--- config.mk ---
export PLATFORM = sky130hd
export DESIGN_NAME = cpu65xx_bus_responder
export DESIGN_NICKNAME = d
export VERILOG_FILES = /design/src/rtl/cpu65xx_pkg.sv /design/src/rtl/cpu65xx_vec_decode.sv /design/src/rtl/cpu65xx_bus_responder.sv
export SDC_FILE = /design/constraint.sdc
export NUM_CORES = 1
export LEC_CHECK = 0
export CAP_MARGIN = 40
export CORE_UTILIZATION = 45
export CTS_BUF_LIST = sky130_fd_sc_hd__clkbuf_4
export CTS_CLUSTER_DIAMETER = 30
export CTS_CLUSTER_SIZE = 30
export DETAILED_ROUTE_END_ITERATION = 12
export PLACE_DENSITY = 0.95
export SYNTH_ARGS = -nofsm -noshare
export SYNTH_HDL_FRONTEND = slang
export SYNTH_HIERARCHICAL = 1
export SYNTH_SLANG_ARGS = --single-unit
--- constraint.sdc ---
create_clock -name Clk -period 5.4 [get_ports Clk]
set_input_delay 0.81 -clock Clk [delete_from_list [all_inputs] [get_ports Clk]]
set_output_delay 0.81 -clock Clk [all_outputs]
set_load 0.01 [all_outputs]
--- src/rtl/cpu65xx_pkg.sv ---
// rtl/cpu65xx_pkg.sv - shared types and constants for the cpu65xx bus responder
package cpu65xx_pkg;

    typedef enum logic [1:0] {
        ST_IDLE = 2'd0,
        ST_REQ  = 2'd1,
        ST_WAIT = 2'd2,
        ST_DONE = 2'd3
    } state_e;

    localparam logic [15:0] VEC_NMI_ADDR  = 16'hFFFA;
    localparam logic [15:0] VEC_RST_ADDR  = 16'hFFFC;
    localparam logic [15:0] VEC_IRQ_ADDR  = 16'hFFFE;
    localparam logic [7:0]  BUS_ERR_RDATA = 8'hFF;

endpackage

--- src/rtl/cpu65xx_vec_decode.sv ---
// rtl/cpu65xx_vec_decode.sv - hit detect and byte select for the FFFA-FFFF vector override
module cpu65xx_vec_decode
    import cpu65xx_pkg::*;
(
    input  logic [15:0] addr_i,
    input  logic        rd_i,
    input  logic        en_i,
    input  logic [15:0] vec_nmi_i,
    input  logic [15:0] vec_rst_i,
    input  logic [15:0] vec_irq_i,
    output logic        hit_o,
    output logic [7:0]  byte_o
);

    logic [15:0] sel_vec;

    always_comb begin
        sel_vec = vec_nmi_i;
        if (addr_i[15:1] == VEC_RST_ADDR[15:1]) begin
            sel_vec = vec_rst_i;
        end else if (addr_i[15:1] == VEC_IRQ_ADDR[15:1]) begin
            sel_vec = vec_irq_i;
        end
        hit_o  = en_i && rd_i && (addr_i >= VEC_NMI_ADDR);
        // 6502 vectors are little-endian: even address carries the low byte
        byte_o = addr_i[0] ? sel_vec[15:8] : sel_vec[7:0];
    end

endmodule

--- src/rtl/cpu65xx_bus_responder.sv ---
// rtl/cpu65xx_bus_responder.sv - CPU bus target bridging cycles to a req/ack memory port
module cpu65xx_bus_responder
    import cpu65xx_pkg::*;
#(
    parameter int pAddrWidth = 16,
    parameter int pMinWait   = 0,
    parameter int pTimeout   = 15,
    parameter int pVecOvrEn  = 1
) (
    input  logic                  Clk,
    input  logic                  Rst,
    input  logic                  CpuValid,
    input  logic [pAddrWidth-1:0] CpuAddr,
    input  logic                  CpuW_n,
    input  logic [7:0]            CpuWdata,
    output logic [7:0]            CpuRdata,
    output logic                  CpuRdy,
    output logic                  MemReq,
    output logic                  MemWe,
    output logic [pAddrWidth-1:0] MemAddr,
    output logic [7:0]            MemWdata,
    input  logic [7:0]            MemRdata,
    input  logic                  MemAck,
    input  logic                  VecOvr,
    input  logic [15:0]           VecNmi,
    input  logic [15:0]           VecRst,
    input  logic [15:0]           VecIrq,
    output logic                  BusErr,
    input  logic                  ErrClr
);

    localparam int TW = (pTimeout > 0) ? $clog2(pTimeout + 1) : 1;
    localparam logic [TW-1:0] TMO_LIMIT = TW'(pTimeout);
    localparam logic [3:0]    WAIT_LAST = 4'((pMinWait > 0) ? pMinWait - 1 : 0);

    state_e                  state_q, state_d;
    logic [7:0]              rdata_q, rdata_d;
    logic                    req_q, req_d;
    logic                    we_q, we_d;
    logic                    rd_q, rd_d;
    logic [pAddrWidth-1:0]   addr_q, addr_d;
    logic [7:0]              wdata_q, wdata_d;
    logic                    err_q, err_d;
    logic [TW-1:0]           tmo_q, tmo_d;
    logic [TW-1:0]           tmo_inc;
    logic [3:0]              wait_q, wait_d;
    logic                    err_set;
    logic                    vec_hit;
    logic [7:0]              vec_byte;

    generate
        if (pVecOvrEn != 0) begin : g_vec
            cpu65xx_vec_decode u_vec_decode (
                .addr_i    (CpuAddr[15:0]),
                .rd_i      (CpuW_n),
                .en_i      (VecOvr),
                .vec_nmi_i (VecNmi),
                .vec_rst_i (VecRst),
                .vec_irq_i (VecIrq),
                .hit_o     (vec_hit),
                .byte_o    (vec_byte)
            );
        end else begin : g_no_vec
            assign vec_hit  = 1'b0;
            assign vec_byte = 8'h00;
        end
    endgenerate

    assign tmo_inc = tmo_q + TW'(1);

    always_comb begin
        state_d = state_q;
        rdata_d = rdata_q;
        req_d   = req_q;
        we_d    = we_q;
        rd_d    = rd_q;
        addr_d  = addr_q;
        wdata_d = wdata_q;
        tmo_d   = tmo_q;
        wait_d  = wait_q;
        err_set = 1'b0;

        case (state_q)
            ST_IDLE: begin
                if (CpuValid) begin
                    addr_d  = CpuAddr;
                    wdata_d = CpuWdata;
                    rd_d    = CpuW_n;
                    if (vec_hit) begin
                        rdata_d = vec_byte;
                        state_d = ST_DONE;
                    end else begin
                        req_d   = 1'b1;
                        we_d    = ~CpuW_n;
                        state_d = ST_REQ;
                    end
                end
            end
            ST_REQ: begin
                // an ack arriving on the expiry cycle takes priority over the timeout
                if (MemAck) begin
                    req_d = 1'b0;
                    we_d  = 1'b0;
                    tmo_d = '0;
                    if (rd_q) begin
                        rdata_d = MemRdata;
                    end
                    state_d = (pMinWait > 0) ? ST_WAIT : ST_DONE;
                end else if (pTimeout != 0) begin
                    if (tmo_inc == TMO_LIMIT) begin
                        req_d   = 1'b0;
                        we_d    = 1'b0;
                        tmo_d   = '0;
                        err_set = 1'b1;
                        if (rd_q) begin
                            rdata_d = BUS_ERR_RDATA;
                        end
                        state_d = ST_DONE;
                    end else begin
                        tmo_d = tmo_inc;
                    end
                end
            end
            ST_WAIT: begin
                if (wait_q == WAIT_LAST) begin
                    wait_d  = '0;
                    state_d = ST_DONE;
                end else begin
                    wait_d = wait_q + 4'd1;
                end
            end
            ST_DONE: begin
                state_d = ST_IDLE;
            end
            default: begin
                state_d = ST_IDLE;
            end
        endcase

        err_d = err_set | (err_q & ~ErrClr);
    end

    always_ff @(posedge Clk) begin
        if (Rst) begin
            state_q <= ST_IDLE;
            rdata_q <= 8'h00;
            req_q   <= 1'b0;
            we_q    <= 1'b0;
            rd_q    <= 1'b0;
            addr_q  <= '0;
            wdata_q <= 8'h00;
            err_q   <= 1'b0;
            tmo_q   <= '0;
            wait_q  <= '0;
        end else begin
            state_q <= state_d;
            rdata_q <= rdata_d;
            req_q   <= req_d;
            we_q    <= we_d;
            rd_q    <= rd_d;
            addr_q  <= addr_d;
            wdata_q <= wdata_d;
            err_q   <= err_d;
            tmo_q   <= tmo_d;
            wait_q  <= wait_d;
        end
    end

    assign CpuRdy   = ((state_q == ST_IDLE) && !CpuValid) || (state_q == ST_DONE);
    assign CpuRdata = rdata_q;
    assign MemReq   = req_q;
    assign MemWe    = we_q;
    assign MemAddr  = addr_q;
    assign MemWdata = wdata_q;
    assign BusErr   = err_q;

endmodule

---- After elaboration in Yosys (flattened, before gate mapping) ----
Index checks and enable logic that the tools add are counted.
cells by class
  bitwise gates (word level) .............. 4
  eq/ne operators ......................... 12
  muxes and demuxes ....................... 30
  $add $sub $neg .......................... 2
  reduce and logical (&&, ||, !) cells .... 12
  order comparisons ....................... 1
operator list
  operator                                                    count
  2-to-1 mux 8 bit                                            7
  2-to-1 mux 16 bit                                           2
  == test 15 bit (second input constant)                      2
  greater-or-equal comparator 16 bit (second input constant)  1
  case mux 8 bit (2 select lines)                             1
  2-to-1 mux 4 bit                                            3
  2-to-1 mux 2 bit                                            5
  2-to-1 mux 1 bit                                            9
  adder 4 x 1 -> 4 bit (second input constant)                2
  inequality test 2 bit (second input constant)               4
  case mux 2 bit (4 select lines)                             1
  AND reduction 5 bit                                         1
  == test 2 bit (second input constant)                       2
  == test 4 bit (second input constant)                       1
  zero test 4 bit                                             1
  case mux 1 bit (2 select lines)                             2
  AND reduction 4 bit                                         1
  logical AND 1 bit                                           3
  inequality test 3 bit (second input constant)               1
  AND reduction 3 bit                                         1
  == test 2 x 1 -> 1 bit (second input constant)              1
  zero test 2 bit                                             1
  inequality test 2 x 1 -> 1 bit (second input constant)      1
  inverter 1 bit                                              2
  other kinds (6)                                             6
storage, ports and cells
  bits of input ports ..................... 87
  register bits ........................... 46
  output and inout bits ................... 36
  logic and storage cells ................. 71

---- Longest topological paths before layout ----
Gate-level depths: netlist of run 1.
  word-level depth ........................ 7
  mapped depth ............................ 8

---- By module ----
The synthesis of run 1 kept the hierarchy.
modules (own cells, without submodules)
  module                 area each (um^2)  cells an instance  instances
  cpu65xx_bus_responder  2103.3            251                1
  cpu65xx_vec_decode     509.2             37                 1

---- Worst setup path before layout of run 1 ----
OpenSTA, ideal clock, no wires.
  path type ............................... input to register
  start point ............................. in CpuAddr[4]
  end point ............................... reg rdata_q[0] (netlist: CpuRdata[0])
  cell stages on the path ................. 7
  required time ........................... 5.279 ns
  path buffers ............................ 0
  arrival ................................. 2.316 ns
  slack ................................... 2.964 ns
  library setup time ...................... 0.121 ns
  path through ............................ and4_1 nand3_1 nor4_4 mux2_2 o22ai_1 nor2_1 mux2_2
on the way
  word-level cells in the longest chain between the ends .. 7
RTL lines
  what                                 RTL line                      source
  start, declared                      cpu65xx_bus_responder.sv:13   input logic [pAddrWidth-1:0] CpuAddr,
  == test 15 bit                       cpu65xx_vec_decode.sv:21      end else if (addr_i[15:1] == VEC_IRQ_ADDR[15:1]) begin
  2-to-1 mux 16 bit                    cpu65xx_vec_decode.sv:21
  2-to-1 mux 16 bit (*)                cpu65xx_vec_decode.sv:19      if (addr_i[15:1] == VEC_RST_ADDR[15:1]) begin
  2-to-1 mux 8 bit (*)                 cpu65xx_vec_decode.sv:26      byte_o = addr_i[0] ? sel_vec[15:8] : sel_vec[7:0];
  net vec_byte[0]                      cpu65xx_bus_responder.sv:49   logic [7:0] vec_byte;
  2-to-1 mux 8 bit (*)                 cpu65xx_bus_responder.sv:89   if (vec_hit) begin
  2-to-1 mux 8 bit (*)                 cpu65xx_bus_responder.sv:85   if (CpuValid) begin
  case mux 8 bit (2 select lines) (*)  cpu65xx_bus_responder.sv:83   case (state_q)
  end signal, assigned                 cpu65xx_bus_responder.sv:157  rdata_q <= rdata_d;
  end, declared                        cpu65xx_bus_responder.sv:37   logic [7:0] rdata_q, rdata_d;
Mark *: on every way through the listed nets, which the timed path passes. The rest lies on a longest branch. The select of a mux whose other input is x is not followed.
A chain may end at the register's enable or synchronous reset.

---- Worst setup path in the final report of run 1 ----
  start point ............................. in CpuAddr[0]
  end point ............................... reg rdata_q[1] (netlist: CpuRdata[1])
on the way
  word-level cells in the longest chain between the ends .. 4
RTL lines
  what                             RTL line
  2-to-1 mux 8 bit                 cpu65xx_vec_decode.sv:26
  net vec_byte[1]                  cpu65xx_bus_responder.sv:49
  2-to-1 mux 8 bit                 cpu65xx_bus_responder.sv:89
  2-to-1 mux 8 bit                 cpu65xx_bus_responder.sv:85
  case mux 8 bit (2 select lines)  cpu65xx_bus_responder.sv:83
The timed path passes the listed nets, and every way through them passes these cells. The select of a mux whose other input is x is not followed.

==> results.toml, run 1 <==
[detailed_routing]
first_pass_iters = 4
via_count = 2620
viasPerCell = 5.50
drt_iter0_markers = 207
wl_microns = 8060
ant_nets = 0
met1_length_microns = 3330
wl_met3_microns = 640
wl_met2_microns = 3890
top_signal_layer_used = "met4"
post_drt_wl_per_cell_microns = 16.9
drc = 0

[floorplan]
core_sq_mm = 0.00554
row_count = 27
ios = 123
start_util_pct = 47.2
die_x_microns = 78.2
die_h_microns = 78.2
dieArea_sq_mm = 0.00611

[timing]
skew_ns = 0.00723
worstMarginPinSlew_ns = 0.857
fmax_mhz = 332
timing_hold_violations_final = 0
finalSetupTns_ns = 0
setup_slack_ns = 2.39
timing.final.crit_share_pct = 55.7
fin_hold_ws_ns = 0.463
relSlewSlack_pct = 42.7
period_needed_ns = 3.01
slew_viol_final = 0
rsz0062_at_grt = "no"
setup-violations-final = 0

[layout]
final_core_util_pct = 71.1
mostFrequentLayoutCell = "clkdlybuf4s50_1"
drive_gt1_share_pct = 12.6
final_cell_mix = "clkdlybuf4s50_1, nand2_1, dfxtp_1"
nNetsFinal = 499
area_growth_pct = 50.7
antennaDiodeCount = 0

[power_and_ir_drop]
p_per_area_mw_per_mm2 = 304
pwr-share-seq_pct = 38.0
p_clk_share_pct = 15.0
ir_drop_mv = 0.218
pwr-share-comb_pct = 47.1
p_leak_nw = 1.46
netSwitchingPower_mw = 0.437
internal_power_mw = 0.760
sw_frac_of_total_pct = 36.5

[setup_path]
timing_worst_setup_path_type = "primary input to register"
cp-end-kind = "register"
cp.required_ns = 5.69
arrival_ns = 3.30
cp_max_fo = 17
critPathLaunchType = "primary input"

[cts]
cts_resized = 0
clkSinkCount = 46
cts_root_buffer = "clkbuf_4"
worstSkewPairLatency_ns = 0.38
h-tree-depth = 2
cts_made_buffers = 5
cts_buffer_depth = 2
cts_tree = "done"
cts_setup_buffers = 0
clk_pin_slew_ns = 0.15
holdBufCountCts = 0

[synthesis]
ys_dominant_reg_cell = "dfxtp_1"
synth_cell_types = 45
syn_avg_cell_area_sq_um = 9.07
postSynthCellCount = 288
yosys_register_bits = 46
seq_area_frac_synth_pct = 35.2
synth-edff-count = 0
syn_area_sq_mm = 0.00261
async_reset_ff_share_pct = 0
ys_warn_count = 6
syn-num-nets = 384

[place]
hpwl_microns = 6240
dp_slack_ns = 2.01
globalplace.congestion = 0.931
portBuffers = 122

[grt]
grt_max_degree = 40
antenna_found_initial = 0
grt.total_usage_pct = 27.4
grt_pass1_wl_microns = 12900
grt_pass1_vias = 2664
gr-total-overflow = 0

[status]
status = "completed"

[job]
max_cap_viol_count = 0

[hold_path]
hp-class = "register to register"
==> cell usage after synthesis (all sizes together), types with 4 or more instances <==
cell type   n  area [sq um]
nor2       14          52.6
nand2      59           224
ha          9           113
mux2       27           304
nor2b       9          56.3
nand2b      7          43.8
inv        10          37.5
mux4        8           210
clkbuf     12          45.0
dfxtp      46           921
buf         4          32.5
a21oi      32           160
o22ai      10          62.6
==> path summary, 6_finish.rpt <==
check / start / endpoint / slack (ns) / depth (start not counted)
hold reg to reg: MemWdata[4] / MemWdata[4] / 0.46 / 2
setup / recovery: CpuAddr[0] / CpuRdata[1] / 2.39 / 6
hold / removal: MemWdata[4] / MemWdata[4] / 0.46 / 2
setup reg to reg: state_q[1] / CpuRdata[3] / 2.92 / 6
==> kinds of logic after synthesis <==
logic type               Yosys count  share of synthesized area (%)
AND/OR/NAND/NOR                  110                           20.9
AO/OA/AOI/OAI                     59                           14.4
flip-flops                        46                           35.2
multiplexers                      37                           20.5
buffers and inverters             26                           4.41
adder cells (fa/ha/maj)            9                           4.31
XOR/XNOR                           1                          0.335
==> power groups by stage <==
stage          logic (mW)  clock network [mW]  registers [mW]
6_report            0.563               0.180           0.454
2_1_floorplan       0.276                   0           0.479
3_3_place_gp        0.529                   0           0.455
4_1_cts             0.559               0.183           0.453
3_5_place_dp        0.556                   0           0.461
5_1_grt             0.610               0.194           0.461
==> state kept, by name (all words and copies together), names as in the netlist <==
signal    count
BusErr        1
CpuRdata      8
MemAddr      16
MemReq        1
MemWdata      8
MemWe         1
rd_q          1
state_q       2
tmo_q         4
wait_q        4
==> per-stage QoR <==
stage	power (mW)	cell area, sq um	instances
global placement	0.984	3840	466
finish	1.20	3940	476
floorplan	0.755	2610	288
global route	1.27	3940	476
CTS	1.20	3940	476
detailed placement	1.02	3880	468
==> cell type report <==
class / instances / area (sq um)
clock buffers: 5 / 37.5
inverters: 10 / 37.5
repair buffers: 124 / 1250
fillers: 427 / 1600
multi-input cells: 216 / 1580
well taps: 72 / 90.1
clock inverters: 3 / 23.8
flip-flops and latches: 46 / 921
==> metal layers <==
layer	GRT usage, %	vias up
li1	-	1249
met1	33.2	1229
met2	45.9	123
met3	6.74	19
met4	12.0	0
met5	0	-
==> worst max-delay path: stages <==
cell and delay, ns:
clkdlybuf4s50_1 1.03, mux4_1 0.65, mux2_2 0.29, o22ai_1 0.18, nor2_1 0.07, mux2_2 0.27
(Power assumes the default switching activity.)
==> run 2: changes to the inputs <==
- CORE_UTILIZATION: 45 -> 43
- clock period: 5.4 -> 3.1 ns (I/O delays scaled with it)
==> results.toml, run 2 (synthesis gave the netlist of run 1 again) <==
[timing]
rsz0062_at_grt = "no"
worstMarginPinSlew_ns = 0.707
skew_ns = 0.0144
slew_viol_final = 0
relSlewSlack_pct = 52.8
finalSetupTns_ns = 0
fmax_mhz = 407
timing.final.crit_share_pct = 79.2
timing_hold_violations_final = 0
setup-violations-final = 0
period_needed_ns = 2.46

[setup_path]
critPathCapture = "CpuRdata[3]"
max_stage_delay_ns = 0.82
cp.required_ns = 3.38
critPathSlowestCell = "clkdlybuf4s50_1"
cp_cell_sequence = "clkdlybuf4s50_1 > mux4_1 > mux2_2 > o22ai_1 > nor2_1 > mux2_2"
r2r_slack_ns = 0.96
timing_worst_setup_path_type = "primary input to register"
timing.rr.start = "state_q[1]"
arrival_ns = 2.73
r2r_cells = 7
rr_endpoint = "CpuRdata[5]"
cp-startpoint = "CpuAddr[0]"
path_common_cell = "mux2_2"
cp-end-kind = "register"
critPathLaunchType = "primary input"
cp_max_fo = 10

[detailed_routing]
viasPerCell = 5.45
via_count = 2634
first_pass_iters = 6
drt_iter0_markers = 182
drc = 0
ant_nets = 0
post_drt_wl_per_cell_microns = 15.9
wl_microns = 7700

[layout]
drive_gt1_share_pct = 13.5
area_growth_pct = 52.2
nNetsFinal = 503
ff_latch_area_sq_um = 921
final_core_util_pct = 67.6
antennaDiodeCount = 0
fill_cells = 470
largest_reg_flops = 16
final_cell_mix = "clkdlybuf4s50_1, nand2_1, dfxtp_1"
multi_input_area_sq_mm = 0.00158
mostFrequentLayoutCell = "clkdlybuf4s50_1"

[floorplan]
die_x_microns = 79.9
row_count = 28
dieArea_sq_mm = 0.00639
die_h_microns = 79.9
start_util_pct = 44.4
core_sq_mm = 0.00589
ios = 123

[cts]
cts_buffer_depth = 2
cts_root_buffer = "clkbuf_4"
cts_resized = 0
h-tree-depth = 2
clk_pin_slew_ns = 0.15
clkSinkCount = 46
cts_setup_buffers = 0
worstSkewPairLatency_ns = 0.37
cts_made_buffers = 5
holdBufCountCts = 0
cts_tree = "done"

[power_and_ir_drop]
internal_power_mw = 1.41
sw_frac_of_total_pct = 34.3
p_per_area_mw_per_mm2 = 540
p_leak_nw = 1.49
pwr-share-seq_pct = 36.7
netSwitchingPower_mw = 0.736
ir_drop_mv = 0.383
pwr-share-comb_pct = 45.4
p_clk_share_pct = 18.0

[grt]
grt_pass1_vias = 2626
grt.total_usage_pct = 25.1
gr-total-overflow = 0
grt_pass1_wl_microns = 12300
grt_max_degree = 39
antenna_found_initial = 0

[hold_path]
hp-class = "register to register"

[place]
globalplace.congestion = 0.934
hpwl_microns = 5900
portBuffers = 122

[status]
status = "completed"

[job]
max_cap_viol_count = 0
-- run 2: changes by cell type in the layout (fill, tap and decap cells not counted), sizes merged --
cell	change
clkinvlp	-1
bufinv	+1
buf	+4
-- run 2: layout make-up --
class / instances / area share, %
multi-input combinational: 216 / 39.6
timing repair buffer: 128 / 31.7
sequential: 46 / 23.2
tap: 75 / 2.36
clock inverter: 3 / 1.23
clock buffer: 5 / 0.944
inverter: 10 / 0.944
-- run 2: metal layers --
| metal | vias up | GRT usage [%] | part of all wire [%] |
|---|---|---|---|
| li1 | 1264 | - | - |
| met1 | 1239 | 28.2 | 39 |
| met2 | 113 | 45.3 | 52 |
| met3 | 18 | 5.83 | 6.2 |
| met4 | 0 | 10.4 | 2.5 |
| met5 | - | 0 | 0 |
-- run 2: through the flow --
stage / hold slack (ns) / total power [mW] / std cells / cell area, sq um / worst slack [ns]
global placement: 0.440 / 1.73 / 475 / 3890 / 0.284
global route: 0.493 / 2.28 / 483 / 3980 / 0.561
floorplan: 0.436 / 1.32 / 288 / 2610 / 1.01
finish: 0.466 / 2.15 / 483 / 3980 / 0.645
CTS: 0.468 / 2.15 / 483 / 3980 / 0.649
detailed placement: 0.449 / 1.76 / 475 / 3890 / 0.251
-- run 2: worst min-delay path by stage --
stage	cells past startpoint	startpoint	to
2_1_floorplan	2	rd_q	rd_q
3_3_place_gp	2	MemAddr[5]	MemAddr[5]
3_5_place_dp	2	MemAddr[13]	MemAddr[13]
4_1_cts	2	MemAddr[11]	MemAddr[11]
5_1_grt	2	MemAddr[6]	MemAddr[6]
6_report	2	MemAddr[13]	MemAddr[13]
-- run 2: critical path, delay by kind of cell --
family                 cells  cell delay, ns
and+or+nand+nor            1            0.06
AOI/OAI and AO/OA          1            0.16
buffers and inverters      1            0.82
muxes                      3            1.23
-- run 2: power groups by stage --
stage	Clock (mW)	Combinational, mW	Sequential, mW
finish	0.386	0.974	0.786
detailed placement	0	0.963	0.799
global placement	0	0.936	0.790
CTS	0.392	0.974	0.787
floorplan	0	0.481	0.835
global route	0.420	1.06	0.800
